==> src/rtl/instr_sequencer.sv <==
// rtl/instr_sequencer.sv - multi-cycle instruction sequencer with shared memory port and stack pointer
module instr_sequencer #(
  parameter int              SP_W    = 8,
  parameter logic [SP_W-1:0] SP_INIT = 8'hFF
) (
  input  logic            clk,
  input  logic            reset,
  input  logic            start,
  input  logic            halt_i,
  input  logic            mem_read_i,
  input  logic            mem_write_i,
  input  logic            push_i,
  input  logic            pop_i,
  input  logic            reg_write_i,
  input  logic            pc_src_i,
  input  logic            mem_ready,
  output logic            mem_req,
  output logic            mem_we,
  output logic [1:0]      mem_addr_sel,
  output logic [SP_W-1:0] stk_addr,
  output logic            ir_load,
  output logic            pc_load,
  output logic [1:0]      pc_sel,
  output logic            reg_we,
  output logic [SP_W-1:0] sp,
  output logic            halted,
  output logic            fault,
  output logic [2:0]      state
);

  typedef enum logic [2:0] {
    S_IDLE   = 3'd0,
    S_FETCH  = 3'd1,
    S_DECODE = 3'd2,
    S_EXEC   = 3'd3,
    S_MEM    = 3'd4,
    S_WB     = 3'd5,
    S_HALT   = 3'd6,
    S_FAULT  = 3'd7
  } state_t;

  localparam logic [1:0] SEL_PC  = 2'b00;
  localparam logic [1:0] SEL_ALU = 2'b01;
  localparam logic [1:0] SEL_STK = 2'b10;

  localparam logic [1:0] PC_INC = 2'b00;
  localparam logic [1:0] PC_TGT = 2'b01;
  localparam logic [1:0] PC_RET = 2'b10;

  state_t          state_q;
  logic [SP_W-1:0] sp_q;

  // Operation captured in EXEC so MEM does not depend on the decoder holding its levels.
  logic op_load;
  logic op_store;
  logic op_push;
  logic op_pop;

  logic [2:0] op_cnt;
  logic       exec_illegal;
  logic       exec_overflow;
  logic       exec_underflow;
  logic       exec_fault;
  logic       exec_mem;

  assign state    = state_q;
  assign sp       = sp_q;
  // Push writes at sp then decrements; pop increments then reads, hence sp+1.
  assign stk_addr = op_push ? sp_q : sp_q + 1'b1;

  assign op_cnt         = {2'b00, mem_read_i} + {2'b00, mem_write_i} + {2'b00, push_i} + {2'b00, pop_i};
  assign exec_illegal   = (op_cnt > 3'd1);
  assign exec_overflow  = push_i && (sp_q == '0);
  assign exec_underflow = pop_i && (sp_q == SP_INIT);
  assign exec_fault     = exec_illegal || exec_overflow || exec_underflow;
  assign exec_mem       = mem_read_i || mem_write_i || push_i || pop_i;

  // Sequencer state, stack pointer and registered memory-port controls.
  always_ff @(posedge clk or negedge reset) begin
    if (!reset) begin
      state_q      <= S_IDLE;
      sp_q         <= SP_INIT;
      mem_req      <= 1'b0;
      mem_we       <= 1'b0;
      mem_addr_sel <= SEL_PC;
      halted       <= 1'b0;
      fault        <= 1'b0;
      op_load      <= 1'b0;
      op_store     <= 1'b0;
      op_push      <= 1'b0;
      op_pop       <= 1'b0;
    end else begin
      case (state_q)
        S_IDLE: begin
          if (start) begin
            state_q      <= S_FETCH;
            mem_req      <= 1'b1;
            mem_we       <= 1'b0;
            mem_addr_sel <= SEL_PC;
          end
        end
        S_FETCH: begin
          if (mem_ready) begin
            state_q <= S_DECODE;
            mem_req <= 1'b0;
          end
        end
        S_DECODE: begin
          if (halt_i) begin
            state_q <= S_HALT;
            halted  <= 1'b1;
          end else begin
            state_q <= S_EXEC;
          end
        end
        S_EXEC: begin
          op_load  <= mem_read_i;
          op_store <= mem_write_i;
          op_push  <= push_i;
          op_pop   <= pop_i;
          if (exec_fault) begin
            state_q <= S_FAULT;
            fault   <= 1'b1;
          end else if (exec_mem) begin
            state_q      <= S_MEM;
            mem_req      <= 1'b1;
            mem_we       <= mem_write_i || push_i;
            mem_addr_sel <= (push_i || pop_i) ? SEL_STK : SEL_ALU;
          end else if (reg_write_i) begin
            state_q <= S_WB;
          end else begin
            state_q      <= S_FETCH;
            mem_req      <= 1'b1;
            mem_we       <= 1'b0;
            mem_addr_sel <= SEL_PC;
          end
        end
        S_MEM: begin
          if (mem_ready) begin
            mem_we       <= 1'b0;
            mem_addr_sel <= SEL_PC;
            if (op_load) begin
              state_q <= S_WB;
              mem_req <= 1'b0;
            end else begin
              if (op_push) sp_q <= sp_q - 1'b1;
              if (op_pop)  sp_q <= sp_q + 1'b1;
              state_q <= S_FETCH;
              mem_req <= 1'b1;
            end
          end
        end
        S_WB: begin
          state_q      <= S_FETCH;
          mem_req      <= 1'b1;
          mem_we       <= 1'b0;
          mem_addr_sel <= SEL_PC;
        end
        S_HALT: begin
          state_q <= S_HALT;
        end
        default: begin
          state_q <= S_FAULT;
          mem_req <= 1'b0;
          fault   <= 1'b1;
        end
      endcase
    end
  end

  // One-cycle strobes decoded in the cycle of the handshake/decision so the IR, PC
  // and register file capture while the memory data and next-PC select are valid.
  always_comb begin
    ir_load = 1'b0;
    pc_load = 1'b0;
    pc_sel  = PC_INC;
    reg_we  = 1'b0;
    case (state_q)
      S_FETCH: ir_load = mem_ready;
      S_EXEC: begin
        if (!exec_fault && !exec_mem && !reg_write_i) begin
          pc_load = 1'b1;
          pc_sel  = pc_src_i ? PC_TGT : PC_INC;
        end
      end
      S_MEM: begin
        if (mem_ready && !op_load) begin
          pc_load = 1'b1;
          if (op_push)     pc_sel = PC_TGT;
          else if (op_pop) pc_sel = PC_RET;
          else             pc_sel = PC_INC;
        end
      end
      S_WB: begin
        reg_we  = 1'b1;
        pc_load = 1'b1;
      end
      default: ;
    endcase
  end

endmodule

==> config.mk <==
export PLATFORM = sky130hd
export DESIGN_NAME = instr_sequencer
export DESIGN_NICKNAME = d
export VERILOG_FILES = /design/src/rtl/instr_sequencer.sv
export SDC_FILE = /design/constraint.sdc
export NUM_CORES = 1
export LEC_CHECK = 0
export ABC_AREA = 1
export BUFFER_PORTS_ARGS = -buffer_cell sky130_fd_sc_hd__buf_2
export CAP_MARGIN = 30
export CORE_MARGIN = 5
export CORE_UTILIZATION = 55
export CTS_CLUSTER_SIZE = 8
export DETAILED_ROUTE_END_ITERATION = 12
export HOLD_SLACK_MARGIN = 0.08
export PLACE_DENSITY = 0.88
export SYNTH_ARGS = -nofsm -noshare
export SYNTH_HDL_FRONTEND = slang
export SYNTH_SLANG_ARGS = --single-unit
==> constraint.sdc <==
create_clock -name clk -period 3.7 [get_ports clk]
set_input_delay 0.555 -clock clk [delete_from_list [all_inputs] [get_ports clk]]
set_output_delay 0.555 -clock clk [all_outputs]
set_load 0.02 [all_outputs]
**Yosys cells after proc, flatten, opt, wreduce, memory -nomap -nowiden**

Cells that the tools add are included.

- Order comparisons: 1
- $add $sub $neg: 5
- Reductions and logical operators: 28
- Equality and inequality tests: 13
- Bitwise logic cells: 3
- Multiplexer cells: 45

Operators with widths:

| kind | count |
|---|---|
| $mux W3 | 8 |
| $mux W8 | 3 |
| $pmux W3 S7 | 1 |
| $mux W1 | 18 |
| $mux W2 | 9 |
| $ne A2 B2 Y1 const B | 5 |
| $eq A3 B3 Y1 const B | 3 |
| $add A8 B1 Y8 const B | 1 |
| $eq A8 B8 Y1 const B | 1 |
| $logic_not A8 Y1 | 1 |
| $pmux W2 S4 | 1 |
| $sub A8 B1 Y8 const B | 1 |
| $logic_or A1 B1 Y1 | 7 |
| $eq A3 B2 Y1 const B | 2 |
| $pmux W1 S6 | 1 |
| $reduce_and A6 Y1 | 1 |
| $reduce_or A6 Y1 | 1 |
| $logic_and A1 B1 Y1 | 5 |
| $reduce_and A5 Y1 | 1 |
| $logic_not A1 Y1 | 4 |
| $pmux W1 S4 | 1 |
| $pmux W2 S2 | 1 |
| $reduce_and A2 Y1 | 2 |
| $reduce_and A4 Y1 | 1 |
| other kinds (14) | 16 |

- Bits of input ports: 11
- Word-level logic and storage cells: 105
- Output and inout port bits: 30
- Bits in registers: 20

**Depth between registers and ports, before layout**

- Word-level depth: 11
- Mapped depth: 10
- Mapped depth without buffers: 10

**Worst setup path before layout**

No wires, ideal clock.

- Path kind: input-to-output
- Start: input mem_read_i
- End: output pc_load
- Arrival time: 1858 ps
- Stages: 4
- Path slack: 1287 ps
- Required time: 3145 ps
- Path buffers: 0
- Cell sequence: fa_1 a21oi_1 nand4_1 o21ai_0

- Word-level cells in the longest chain between the ends: 11
- Elaborated cells on any way between the ends: 15
- Classes of those cells: add/sub: 3; order compare: 1; mux: 2; reduce/logical: 9

Ends and longest elaborated chain:

| what | line | text |
|---|---|---|
| start: declaration | 10 | `input logic mem_read_i,` |
| $add A1 B1 Y2 | 71 | `assign op_cnt = {2'b00, mem_read_i} + {2'b00, mem_write_i} + {2'b00, push_i} + {2'b00, pop_i};` |
| $add A2 B1 Y3 | 71 |  |
| $add A3 B1 Y3 | 71 |  |
| $gt A3 B1 Y1 | 72 | `assign exec_illegal = (op_cnt > 3'd1);` |
| $logic_or A1 B1 Y1 (2 in a row) | 75 | `assign exec_fault = exec_illegal \|\| exec_overflow \|\| exec_underflow;` |
| $logic_not A1 Y1 | 181 | `if (!exec_fault && !exec_mem && !reg_write_i) begin` |
| $logic_and A1 B1 Y1 (*) (2 in a row) | 181 |  |
| $mux W1 (*) | 181 |  |
| $pmux W1 S3 (*) | 178 | `case (state_q)` |
| end: declaration | 22 | `output logic pc_load,` |

Every way passes the cells marked *; elsewhere a longest branch is shown, timed or not.

**Worst setup path after layout**

- Start: register sp_q[0], in the netlist sp[0]
- End: output pc_sel[0]

- Word-level cells in the longest chain between the ends: 9
- Elaborated cells on any way between the ends: 11
- Classes of those cells: eq/ne: 1; mux: 2; reduce/logical: 8

Ends and longest elaborated chain:

| what | line | text |
|---|---|---|
| start: declaration | 51 | `logic [SP_W-1:0] sp_q;` |
| start signal: assignment | 146 | `if (op_push) sp_q <= sp_q - 1'b1;` |
| start signal: assignment | 147 | `if (op_pop) sp_q <= sp_q + 1'b1;` |
| $logic_not A8 Y1 | 73 | `assign exec_overflow = push_i && (sp_q == '0);` |
| $logic_and A1 B1 Y1 | 73 |  |
| $logic_or A1 B1 Y1 | 75 |  |
| $logic_or A1 B1 Y1 (*) | 75 |  |
| $logic_not A1 Y1 (*) | 181 |  |
| $logic_and A1 B1 Y1 (*) (2 in a row) | 181 |  |
| $mux W1 (*) | 181 |  |
| $pmux W2 S2 (*) | 178 |  |
| end: declaration | 23 | `output logic [1:0] pc_sel,` |

Marked as above.

==> load_flow_metrics.sql <==
INSERT INTO impl_metrics (metric_group, metric, value, unit) VALUES
('synthesis', 'synthMostInstantiatedCell', 'sky130_fd_sc_hd__nand2_1', ''),
('critical_path', 'timing.reg2reg.worst_path_depth', '9', ''),
('synthesis', 'sequential_area_share_after_synthesis', '32.1', '%'),
('finish', 'area.growth.synth_to_final', '17.0', '%'),
('route', 'antenna_left', '0', ''),
('timing', 'clock.fmax', '0.380', 'GHz'),
('synthesis', 'synth_flop_cell', 'sky130_fd_sc_hd__dfrtp_1', ''),
('synthesis', 'synth_commonest_cells', 'sky130_fd_sc_hd__nand2_1 (64), sky130_fd_sc_hd__nor2_1 (25), sky130_fd_sc_hd__inv_1 (18)', ''),
('timing', 'worst_slew_pin_slew', '0.457', 'ns'),
('floorplanning', 'chipHeight', '63.8', 'µm'),
('synthesis', 'syn-cell-area', '1590', 'µm²'),
('power_and_ir_drop', 'total_power', '1.74', 'mW'),
('clock_network', 'cts_tree', 'yes', ''),
('floorplanning', 'start_util', '57.6', '%'),
('power_and_ir_drop', 'power.ir.vdd_worst', '0.671', 'mV'),
('synthesis', 'synthesis.area_per_instance', '7.22', 'µm²'),
('power_and_ir_drop', 'power.switching', '935', 'µW'),
('critical_path', 'worst-endpoint-required', '3.14', 'ns'),
('floorplanning', 'boundaryPins', '41', ''),
('timing', 'final-max-slew-violation-count', '0', ''),
('route', 'via_count', '1605', ''),
('synthesis', 'synth.top_cells.by_area', 'sky130_fd_sc_hd__dfrtp_1 (19%), sky130_fd_sc_hd__nand2_1 (15%), sky130_fd_sc_hd__dfstp_2 (13%)', ''),
('floorplanning', 'design.die.area', '4060', 'µm²'),
('critical_path', 'worst-setup-path-type', 'flip-flop to primary output', ''),
('grt', 'grtUsageTotal', '19.5', '%'),
('critical_path', 'crit_chain', 'ha_1 -> nand3_1 -> nor2_1 -> nand2_1 -> nand4_1 -> nor2_1 -> nand2_1 -> nand2_1 -> buf_2', ''),
('finish', 'final_layout_size_suffix_gt1_share', '28.0', '%'),
('timing', 'post-route-worst-setup-slack', '1.07', 'ns'),
('grt', 'grt_start_max_net_pins', '21', ''),
('outcome', 'status', 'finished, final reports clean', ''),
('place', 'dp_hpwl', '3.03', 'mm'),
('timing', 'setup_repair_after_global_routing_missed_its_margin', 'false', ''),
('power_and_ir_drop', 'p_int', '803', 'µW'),
('place', 'place.port_buffers', '40', ''),
('grt', 'number_of_antenna_violations_at_the_first_check_in_global_routing', '0', ''),
('grt', 'met2_usage', '31.2', '%'),
('critical_path', 'end_kind', 'primary output', ''),
('timing', 'finalHoldViolCount', '0', ''),
('place', 'detailedPlace.worstSlack', '1.16', 'ns'),
('finish', 'design.final.nets', '278', ''),
('timing', 'period_needed', '2.63', 'ns'),
('grt', 'grt_util_met1', '27.7', '%'),
('critical_path', 'crit_slowest_cell', 'sky130_fd_sc_hd__dfstp_2', ''),
('power_and_ir_drop', 'swShare', '53.8', '%'),
('clock_network', 'clkSinkCount', '20', ''),
('power_and_ir_drop', 'share_seq_of_total_power', '29.0', '%'),
('clock_network', 'cts_buffer_depth', '2', ''),
('critical_path', 'timing.critical_path.arrival', '2.08', 'ns'),
('grt', 'grt_use_met3', '2.63', '%'),
('critical_path', 'worstSetupEndpoint', 'pc_sel[0]', ''),
('synthesis', 'number_of_nets_produced_by_synthesis', '236', ''),
('run', 'maxCapViolCount', '0', ''),
('grt', 'aggregate_global_routing_overflow', '0', ''),
('synthesis', 'yosys_register_bits', '20', ''),
('critical_path', 'critPathLaunch', 'sp[0]$_DFFE_PN1P_', ''),
('route', 'firstDrtPassIters', '5', ''),
('clock_network', 'cts-buffers-inserted', '3', ''),
('synthesis', 'post_synthesis_async_set_or_reset_flop_share', '100', '%'),
('finish', 'insertedDiodeCount', '0', ''),
('floorplanning', 'placementRows', '19', ''),
('critical_path', 'cp_common_cell', 'sky130_fd_sc_hd__nand2_1', ''),
('clock_network', 'post_cts_hold_buffer_count', '0', ''),
('critical_path', 'crit_fanout', '6', ''),
('synthesis', 'yosys_warnings', '0', ''),
('clock_network', 'post_cts_repair_setup_buffers', '0', ''),
('timing', 'period_share', '71.2', '%'),
('synthesis', 'synth.lib_cells_used.distinct', '36', ''),
('route', 'detail_route.drc_violations', '0', ''),
('timing', 'finalClockSkew', '0.0114', 'ns'),
('floorplanning', 'die-width', '63.8', 'µm'),
('grt', 'via_count_of_the_first_global_routing_pass', '1495', '');
## kinds of logic after synthesis
logic type               count (synthesis)  share of synthesized area, %
AO/OA/AOI/OAI                           29                          10.6
XOR/XNOR                                 9                          5.43
adder cells (fa/ha/maj)                  5                          4.41
buffers and inverters                   26                          7.16
flip-flops                              20                          32.1
AND/OR/NAND/NOR                        131                          40.2
## layout make-up
cell class | count | area (µm²)
fillers | 239 | 898
flip-flops and latches | 20 | 510
inverters | 23 | 92.6
repair buffers | 40 | 200
clock buffers | 3 | 22.5
well taps | 31 | 38.8
clock inverters | 1 | 30.0
multi-input cells | 174 | 965
## worst max-delay path: cells and delay by family (launching register included)
kind | cells | cell delay (ns)
adders and majority gates | 1 | 0.22
and+or+nand+nor | 7 | 0.78
DFF | 1 | 0.63
buffers and inverters | 1 | 0.15
## routing by layer
layer  part of all wire [%]  wire [µm]  vias to the layer above
met3                    7.0        271                        2
met4                   0.49         19                        0
li1                       -          -                      798
met2                     48       1870                       60
met1                     45       1730                      745
met5                      0          0                        -
## per-stage QoR
step | hold WS [ns] | utilization (%) | instance area (µm²) | instances
2_1_floorplan | 0.259 | - | 1590 | 220
3_3_place_gp | 0.447 | 65.5 | 1810 | 288
3_5_place_dp | 0.451 | 65.5 | 1810 | 288
4_1_cts | 0.178 | 67.4 | 1860 | 292
5_1_grt | 0.176 | 67.4 | 1860 | 292
6_report | 0.163 | 67.4 | 1860 | 292
## worst min-delay path by stage
stage                            start                  to  cells after the start
detailed placement  halted$_DFFE_PN0P_  halted$_DFFE_PN0P_                      2
floorplan                        reset   fault$_DFFE_PN0P_                      0
global placement    halted$_DFFE_PN0P_  halted$_DFFE_PN0P_                      2
global route                     reset   fault$_DFFE_PN0P_                      1
CTS                              reset  op_pop$_DFFE_PN0P_                      1
finish                           reset   fault$_DFFE_PN0P_                      1
## power by group through the flow
| stage | Sequential [mW] | Combinational [mW] | Clock (mW) |
|---|---|---|---|
| detailed placement | 0.505 | 1.05 | 0 |
| CTS | 0.502 | 1.05 | 0.189 |
| global placement | 0.504 | 1.02 | 0 |
| floorplan | 0.529 | 0.738 | 0 |
| global route | 0.523 | 1.17 | 0.199 |
| finish | 0.505 | 1.05 | 0.187 |
## flip-flops by register name, summed over array words and instances, names as in the netlist
name	flops
mem_addr_sel	2
op_push	1
mem_req	1
state	3
op_pop	1
op_load	1
fault	1
sp	8
halted	1
mem_we	1
## layout by cell type, fill, tap and decap left out, drive strengths merged, types with 4 or more instances in the layout
cell type  instances
buf               40
a21oi              6
nand2             70
nor2              27
inv               22
dfstp              8
xor2               7
ha                 4
nand4              8
o21ai             19
nand3             20
dfrtp             12
(Power assumes the default switching activity.)
